$ cat src/rtl/rpn_pkg.sv
// Shared encodings for the RPN calculator: opcodes, controller states and
// the bit positions of the sticky error flags reported with each result.
package rpn_pkg;

    typedef enum logic [2:0] {
        OP_ADD = 3'b000,
        OP_SUB = 3'b001,
        OP_MUL = 3'b010,
        OP_DIV = 3'b011,
        OP_EQ  = 3'b100,
        OP_MOD = 3'b101,
        OP_CLR = 3'b110,
        OP_RSV = 3'b111
    } opcode_t;

    typedef enum logic [2:0] {
        IDLE  = 3'd0,
        POP_R = 3'd1,
        POP_L = 3'd2,
        EXEC  = 3'd3,
        EMIT  = 3'd4
    } state_t;

    localparam int ERR_W     = 3;
    localparam int ERR_OVER  = 0;
    localparam int ERR_UNDER = 1;
    localparam int ERR_DIV0  = 2;

    function automatic logic is_binary(input opcode_t op);
        return (op == OP_ADD) || (op == OP_SUB) || (op == OP_MUL) ||
               (op == OP_DIV) || (op == OP_MOD);
    endfunction

endpackage

$ cat src/rtl/rpn_if.sv
// Token-in / result-out handshake bundle of the RPN engine, plus the
// stack occupancy it reports.
interface rpn_if
    import rpn_pkg::*;
#(
    parameter int WIDTH = 32,
    parameter int DEPTH = 16
);
    logic                       in_valid;
    logic [WIDTH-1:0]           in_data;
    logic                       in_is_op;
    logic                       in_ready;
    logic                       out_valid;
    logic [WIDTH-1:0]           out_data;
    logic [ERR_W-1:0]           out_err;
    logic                       out_ready;
    logic [$clog2(DEPTH+1)-1:0] depth;

    modport master (
        output in_valid, in_data, in_is_op, out_ready,
        input  in_ready, out_valid, out_data, out_err, depth
    );

    modport slave (
        input  in_valid, in_data, in_is_op, out_ready,
        output in_ready, out_valid, out_data, out_err, depth
    );
endinterface

$ cat src/rtl/lifo_stack.sv
// Operand stack: synchronous push/pop/clear, combinational top-of-stack read.
// Reading an empty stack returns zero.
module lifo_stack #(
    parameter int WIDTH = 32,
    parameter int DEPTH = 16
) (
    input  logic                       CLK,
    input  logic                       RST,
    input  logic                       clear,
    input  logic                       push,
    input  logic                       pop,
    input  logic [WIDTH-1:0]           push_data,
    output logic [WIDTH-1:0]           top_data,
    output logic [$clog2(DEPTH+1)-1:0] count
);
    localparam int CW = $clog2(DEPTH+1);
    localparam int AW = (DEPTH > 1) ? $clog2(DEPTH) : 1;
    localparam logic [CW-1:0] FULL = CW'(DEPTH);

    logic [CW-1:0]    count_reg;
    logic [CW-1:0]    top_idx;
    logic             full;
    logic             empty;
    logic [WIDTH-1:0] entries [DEPTH];

    assign full    = (count_reg == FULL);
    assign empty   = (count_reg == '0);
    assign top_idx = count_reg - CW'(1);

    genvar gi;
    generate
        for (gi = 0; gi < DEPTH; gi++) begin : g_entry
            logic [WIDTH-1:0] entry_reg;
            always_ff @(posedge CLK) begin
                if (push && !full && !clear && count_reg == CW'(gi)) begin
                    entry_reg <= push_data;
                end
            end
            assign entries[gi] = entry_reg;
        end
    endgenerate

    always_ff @(posedge CLK or posedge RST) begin
        if (RST) begin
            count_reg <= '0;
        end else if (clear) begin
            count_reg <= '0;
        end else if (push && !full) begin
            count_reg <= count_reg + CW'(1);
        end else if (pop && !empty) begin
            count_reg <= count_reg - CW'(1);
        end
    end

    assign top_data = empty ? '0 : entries[top_idx[AW-1:0]];
    assign count    = count_reg;
endmodule

$ cat src/rtl/rpn_engine.sv
// Reverse-Polish calculator: operands are pushed as they arrive, binary
// operators pop two entries over two cycles and push the result, EQ emits.
module rpn_engine
    import rpn_pkg::*;
#(
    parameter int WIDTH = 32,
    parameter int DEPTH = 16
) (
    input  logic CLK,
    input  logic RST,
    rpn_if.slave bus
);
    localparam int CW = $clog2(DEPTH+1);
    localparam logic [CW-1:0] FULL = CW'(DEPTH);
    localparam logic [CW-1:0] TWO  = CW'(2);

    state_t           state_reg, state_next;
    opcode_t          op_reg, op_next;
    logic [WIDTH-1:0] left_reg, left_next;
    logic [WIDTH-1:0] right_reg, right_next;
    logic [WIDTH-1:0] out_data_reg, out_data_next;
    logic [ERR_W-1:0] flags_reg, flags_next;
    logic [ERR_W-1:0] out_err_reg, out_err_next;
    logic             rst_done_reg;

    logic             st_push, st_pop, st_clear;
    logic [WIDTH-1:0] st_wdata, st_top;
    logic [CW-1:0]    st_count;

    logic [WIDTH-1:0] divisor, quotient, mul_a, product, remainder, alu_result;
    logic             alu_div0;
    opcode_t          in_op;
    logic             accept;

    lifo_stack #(.WIDTH(WIDTH), .DEPTH(DEPTH)) u_stack (
        .CLK       (CLK),
        .RST       (RST),
        .clear     (st_clear),
        .push      (st_push),
        .pop       (st_pop),
        .push_data (st_wdata),
        .top_data  (st_top),
        .count     (st_count)
    );

    assign in_op  = opcode_t'(bus.in_data[2:0]);
    assign accept = bus.in_valid && bus.in_ready;

    // One divider serves DIV and MOD; the remainder reuses the multiplier.
    // A zero divisor gives product 0, so MOD by zero naturally yields left.
    always_comb begin
        divisor    = (right_reg == '0) ? WIDTH'(1) : right_reg;
        quotient   = left_reg / divisor;
        mul_a      = (op_reg == OP_MOD) ? quotient : left_reg;
        product    = mul_a * right_reg;
        remainder  = left_reg - product;
        alu_div0   = (right_reg == '0) && ((op_reg == OP_DIV) || (op_reg == OP_MOD));
        case (op_reg)
            OP_ADD:  alu_result = left_reg + right_reg;
            OP_SUB:  alu_result = left_reg - right_reg;
            OP_MUL:  alu_result = product;
            OP_DIV:  alu_result = (right_reg == '0) ? '1 : quotient;
            OP_MOD:  alu_result = remainder;
            default: alu_result = '0;
        endcase
    end

    always_ff @(posedge CLK or posedge RST) begin
        if (RST) begin
            state_reg    <= IDLE;
            op_reg       <= OP_ADD;
            left_reg     <= '0;
            right_reg    <= '0;
            out_data_reg <= '0;
            flags_reg    <= '0;
            out_err_reg  <= '0;
            rst_done_reg <= 1'b0;
        end else begin
            state_reg    <= state_next;
            op_reg       <= op_next;
            left_reg     <= left_next;
            right_reg    <= right_next;
            out_data_reg <= out_data_next;
            flags_reg    <= flags_next;
            out_err_reg  <= out_err_next;
            rst_done_reg <= 1'b1;
        end
    end

    always_comb begin
        state_next    = state_reg;
        op_next       = op_reg;
        left_next     = left_reg;
        right_next    = right_reg;
        out_data_next = out_data_reg;
        flags_next    = flags_reg;
        out_err_next  = out_err_reg;
        st_push       = 1'b0;
        st_pop        = 1'b0;
        st_clear      = 1'b0;
        st_wdata      = bus.in_data;

        case (state_reg)
            IDLE: begin
                if (accept && !bus.in_is_op) begin
                    if (st_count == FULL) flags_next[ERR_OVER] = 1'b1;
                    else                  st_push = 1'b1;
                end else if (accept && is_binary(in_op)) begin
                    if (st_count >= TWO) begin
                        op_next    = in_op;
                        state_next = POP_R;
                    end else begin
                        flags_next[ERR_UNDER] = 1'b1;
                    end
                end else if (accept) begin
                    case (in_op)
                        OP_EQ: begin
                            if (st_count != '0) begin
                                st_pop        = 1'b1;
                                out_data_next = st_top;
                            end else begin
                                out_data_next         = '0;
                                flags_next[ERR_UNDER] = 1'b1;
                            end
                            out_err_next = flags_next;
                            state_next   = EMIT;
                        end
                        OP_CLR: begin
                            st_clear   = 1'b1;
                            flags_next = '0;
                        end
                        default: flags_next[ERR_UNDER] = 1'b1;
                    endcase
                end
            end
            POP_R: begin
                st_pop     = 1'b1;
                right_next = st_top;
                state_next = POP_L;
            end
            POP_L: begin
                st_pop     = 1'b1;
                left_next  = st_top;
                state_next = EXEC;
            end
            EXEC: begin
                st_push  = 1'b1;
                st_wdata = alu_result;
                if (alu_div0) flags_next[ERR_DIV0] = 1'b1;
                state_next = IDLE;
            end
            EMIT: begin
                if (bus.out_ready) begin
                    flags_next = '0;
                    state_next = IDLE;
                end
            end
            default: state_next = IDLE;
        endcase
    end

    assign bus.in_ready  = rst_done_reg && (state_reg == IDLE);
    assign bus.out_valid = (state_reg == EMIT);
    assign bus.out_data  = out_data_reg;
    assign bus.out_err   = out_err_reg;
    assign bus.depth     = st_count;
endmodule
$ cat src/flat_wrapper.sv
// flat-port wrapper written by rule: the top's interface ports become plain ports
module rpn_engine_flat import rpn_pkg::*;
#(
    parameter int WIDTH = 32,
    parameter int DEPTH = 16
)
  (CLK, RST, bus_in_valid, bus_in_data, bus_in_is_op, bus_out_ready, bus_in_ready, bus_out_valid, bus_out_data, bus_out_err, bus_depth);
  rpn_if #(.WIDTH(WIDTH), .DEPTH(DEPTH)) bus_i ();
  input  logic CLK;
  input  logic RST;
  input wire logic [$bits(bus_i.in_valid)-1:0] bus_in_valid;
  input wire logic [$bits(bus_i.in_data)-1:0] bus_in_data;
  input wire logic [$bits(bus_i.in_is_op)-1:0] bus_in_is_op;
  input wire logic [$bits(bus_i.out_ready)-1:0] bus_out_ready;
  output wire logic [$bits(bus_i.in_ready)-1:0] bus_in_ready;
  output wire logic [$bits(bus_i.out_valid)-1:0] bus_out_valid;
  output wire logic [$bits(bus_i.out_data)-1:0] bus_out_data;
  output wire logic [$bits(bus_i.out_err)-1:0] bus_out_err;
  output wire logic [$bits(bus_i.depth)-1:0] bus_depth;
  assign bus_i.in_valid = bus_in_valid;
  assign bus_i.in_data = bus_in_data;
  assign bus_i.in_is_op = bus_in_is_op;
  assign bus_i.out_ready = bus_out_ready;
  assign bus_in_ready = bus_i.in_ready;
  assign bus_out_valid = bus_i.out_valid;
  assign bus_out_data = bus_i.out_data;
  assign bus_out_err = bus_i.out_err;
  assign bus_depth = bus_i.depth;
  rpn_engine #(.WIDTH(WIDTH), .DEPTH(DEPTH)) u_core (.CLK(CLK), .RST(RST), .bus(bus_i));
endmodule
$ cat config.mk
export PLATFORM = sky130hd
export DESIGN_NAME = rpn_engine_flat
export DESIGN_NICKNAME = d
export VERILOG_FILES = /design/src/rtl/rpn_pkg.sv /design/src/rtl/rpn_if.sv /design/src/rtl/lifo_stack.sv /design/src/rtl/rpn_engine.sv /design/src/flat_wrapper.sv
export SDC_FILE = /design/constraint.sdc
export NUM_CORES = 2
export LEC_CHECK = 0
export ABC_AREA = 1
export BUFFER_PORTS_ARGS = -buffer_cell sky130_fd_sc_hd__buf_2
export CAP_MARGIN = 20
export CORE_MARGIN = 2
export CORE_UTILIZATION = 65
export DETAILED_ROUTE_END_ITERATION = 16
export GPL_TIMING_DRIVEN = 0
export PLACE_DENSITY = 0.82
export SLEW_MARGIN = 20
export SYNTH_ARGS = -nofsm -noshare
export SYNTH_HDL_FRONTEND = slang
export SYNTH_HIERARCHICAL = 1
export SYNTH_SLANG_ARGS = --single-unit
export TNS_END_PERCENT = 100
$ cat constraint.sdc
create_clock -name CLK -period 99.3 [get_ports CLK]
set_input_delay 4.965 -clock CLK [delete_from_list [all_inputs] [get_ports CLK]]
set_output_delay 4.965 -clock CLK [all_outputs]
set_load 0.1 [all_outputs]
==> results.sh <==
export IMPL_yosysMostFrequentCell="nand2_1"
export IMPL_initial_core_util_pct=65.6
export IMPL_required_ns=99.62
export IMPL_synth_top_cells_by_count="2,732 x nand2_1, 1,493 x inv_1, 673 x ha_1"
export IMPL_avgSynthCellArea_um2=7.48
export IMPL_overflow=0
export IMPL_fin_crit_sh_pct=92.8
export IMPL_setup_tns_ns=0
export IMPL_yosysWarnings=6
export IMPL_cts_buffer_depth=3
export IMPL_ys_seq_elements=626
export IMPL_fin_skew_ns=0.0481
export IMPL_synth_compound_area_share_pct=11.9
export IMPL_cp_common_cell="nand2_1"
export IMPL_grt_util_all_layers_pct=47.2
export IMPL_drtAntennaViolNets=0
export IMPL_tritoncts="done"
export IMPL_cts_root_buf="clkbuf_16"
export IMPL_regArea_um2=18200
export IMPL_synth_simple_area_share_pct=25.3
export IMPL_synth_nets=11000
export IMPL_vias=72100
export IMPL_multi_input_area_um2=48100
export IMPL_yosys_cell_types_count=90
export IMPL_path_max_fanout=22
export IMPL_drv_cap=0
export IMPL_synth_edf_count=512
export IMPL_grt_max_degree=59
export IMPL_htreeDepth=2
export IMPL_cts_sinks=626
export IMPL_grt_antenna_before_repair=16
export IMPL_hold_path_class="flip-flop to flip-flop"
export IMPL_largest_reg_flops=512
export IMPL_synth_top_cell_area_share_pct=20.8
export IMPL_port_buffers=78
export IMPL_routed_wl_um=279000
export IMPL_fp_dieW_um=341
export IMPL_wl_per_cell_um=24.0
export IMPL_worst_pin_slew_ns=1.26
export IMPL_clk_latency_ns=0.66
export IMPL_drc=0
export IMPL_cp_slowest_stage_delay_ns=0.73
export IMPL_max_freq_mhz=10.8
export IMPL_finalCriticalPeriod_ns=92.18
export IMPL_dp_hpwl_um=220000
export IMPL_slew_headroom_pct=15.6
export IMPL_drive_above_1_share_pct=8.04
export IMPL_rows=123
export IMPL_grt_pass1_wl_um=413000
export IMPL_hold_violations=0
export IMPL_clk_pin_slew_ns=0.07
export IMPL_postCtsSetupBuffers=0
export IMPL_ys_seq_area_share_pct=24.7
export IMPL_dieHeight_um=341
export IMPL_setup_viol=0
export IMPL_syn_to_final_growth_pct=7.16
export IMPL_async_flop_share_pct=18.2
export IMPL_crit_path_end_kind="flip-flop"
export IMPL_die_area_um2=116000
export IMPL_setup_worst_path_start_class="flip-flop"
export IMPL_first_iter_violations=9268
export IMPL_vias_per_cell=6.20
export IMPL_path_class="flip-flop to flip-flop"
export IMPL_finalMaxSlewViolations=0
export IMPL_gp_congestion=1.06
export IMPL_drt_pass1_iter_count=12
export IMPL_slowest_stage="o21ai_2"
export IMPL_synth_top_family_by_area="simple AND/OR/NAND/NOR gates"
export IMPL_muxShareOfSynthArea_pct=0.0575
export IMPL_nets=11200
export IMPL_fill_cells=9076
export IMPL_critPathArrivalTime_ns=92.50
export IMPL_syn_area_um2=73900
export IMPL_coreArea_um2=113000
export IMPL_yosysTopAreaCell="edfxtp_1"
export IMPL_rsz0062_at_grt="no"
export IMPL_synthesis_instances=9888
export IMPL_ios=79
export IMPL_synth_ff_type="edfxtp_1"
export IMPL_cts_made_buffers=58
export IMPL_synthAdderAreaFrac_pct=22.5
export IMPL_first_global_vias=69000
export IMPL_status="complete, no violations"
export IMPL_synth_xor_area_share_pct=5.01
export IMPL_synthTopCellsByArea="edfxtp_1 21%, nand2_1 14%, ha_1 11%"
## timing repair
item                       4_1_cts  5_1_grt
resized for setup                0       23
setup endpoints to repair        0      208
hold buffers                     0        0
## final timing paths
kind | from | to | slack, ns | cells after the start
worst max-delay path | u_core/right_reg[1] | u_core/u_stack/g_entry[0].entry_reg[30] | 7.12 | 553
worst min-delay path | u_core/bus.out_data[15] | u_core/bus.out_data[15] | 0.48 | 2
worst max register to register | u_core/right_reg[1] | u_core/u_stack/g_entry[0].entry_reg[30] | 7.12 | 553
worst min register to register | u_core/bus.out_data[15] | u_core/bus.out_data[15] | 0.48 | 2
max in group asynchronous | RST | u_core/right_reg[12] | 94.12 | 3
min in group asynchronous | RST | u_core/u_stack/count[1] | 4.25 | 2
## metal layers
metal	GRT usage (%)	routed length, um	up-vias	share of wire [%]
li1	-	-	32500	-
met1	59.1	99000	33500	35
met2	72.1	119000	5027	43
met3	12.7	38000	1126	14
met4	30.9	22300	20	8.0
met5	0	425	-	0.15
## worst max-delay path: cells and delay by family (launching register included)
| family | cells | cell delay (ns) |
|---|---|---|
| AOI/OAI and AO/OA | 174 | 34.94 |
| and+or+nand+nor | 238 | 27.29 |
| adders and majority gates | 42 | 15.31 |
| buffers and inverters | 94 | 11.90 |
| xor gates and xnor gates | 4 | 1.27 |
| DFF | 1 | 0.57 |
| muxes | 1 | 0.27 |
## placed cells by master, fill, tap and decap left out, drive strengths merged, types with 7 or more instances in the layout
master,n
a211oi,25
a21boi,28
a21o,26
a21oi,603
a221oi,11
a31oi,65
and2,20
buf,273
bufinv,7
clkbuf,259
clkinv,44
dfrtp,114
diode,12
edfxtp,512
fa,409
ha,673
inv,1543
nand2,2835
nand3,695
nand3b,9
nand4,69
nor2,557
nor3,75
nor4,32
o211ai,25
o21ai,524
o21bai,64
o221ai,22
o311ai,9
o31ai,48
or2,66
xnor2,140
xor2,283
## logic make-up (layout without fill, tap and decap cells)
kind of cell	count (synthesis)	in the layout
xor gates and xnor gates	423	423
muxes	3	3
DFF	626	626
buffers and inverters	1893	2131
and+or+nand+nor	4366	4366
other	1	13
AOI/OAI and AO/OA	1494	1494
adders and majority gates	1082	1082
## through the flow
step	instance area, um^2	hold WS, ns	setup WS [ns]	instances	util [%]
floorplan	73900	0.442	26.58	9888	-
global placement	76200	0.459	7.38	11500	67.6
detailed placement	77100	0.464	7.36	11500	68.5
CTS	79100	0.484	7.12	11600	70.2
global route	79200	0.502	0.199	11600	70.3
finish	79200	0.482	7.12	11600	70.3
## area by class of cell
type / instances / area share, %
repair buffers: 129 / 1.45
plain buffers: 334 / 2.43
clock inverters: 40 / 0.564
multi-input cells: 7369 / 60.7
flip-flops and latches: 626 / 23.0
clock buffers: 70 / 1.91
inverters: 1558 / 7.47
well taps: 1500 / 2.37
diodes: 12 / 0.0379
Power is not shown: default switching activity piles up to over one toggle a cycle in this logic, so the estimate is an artifact.
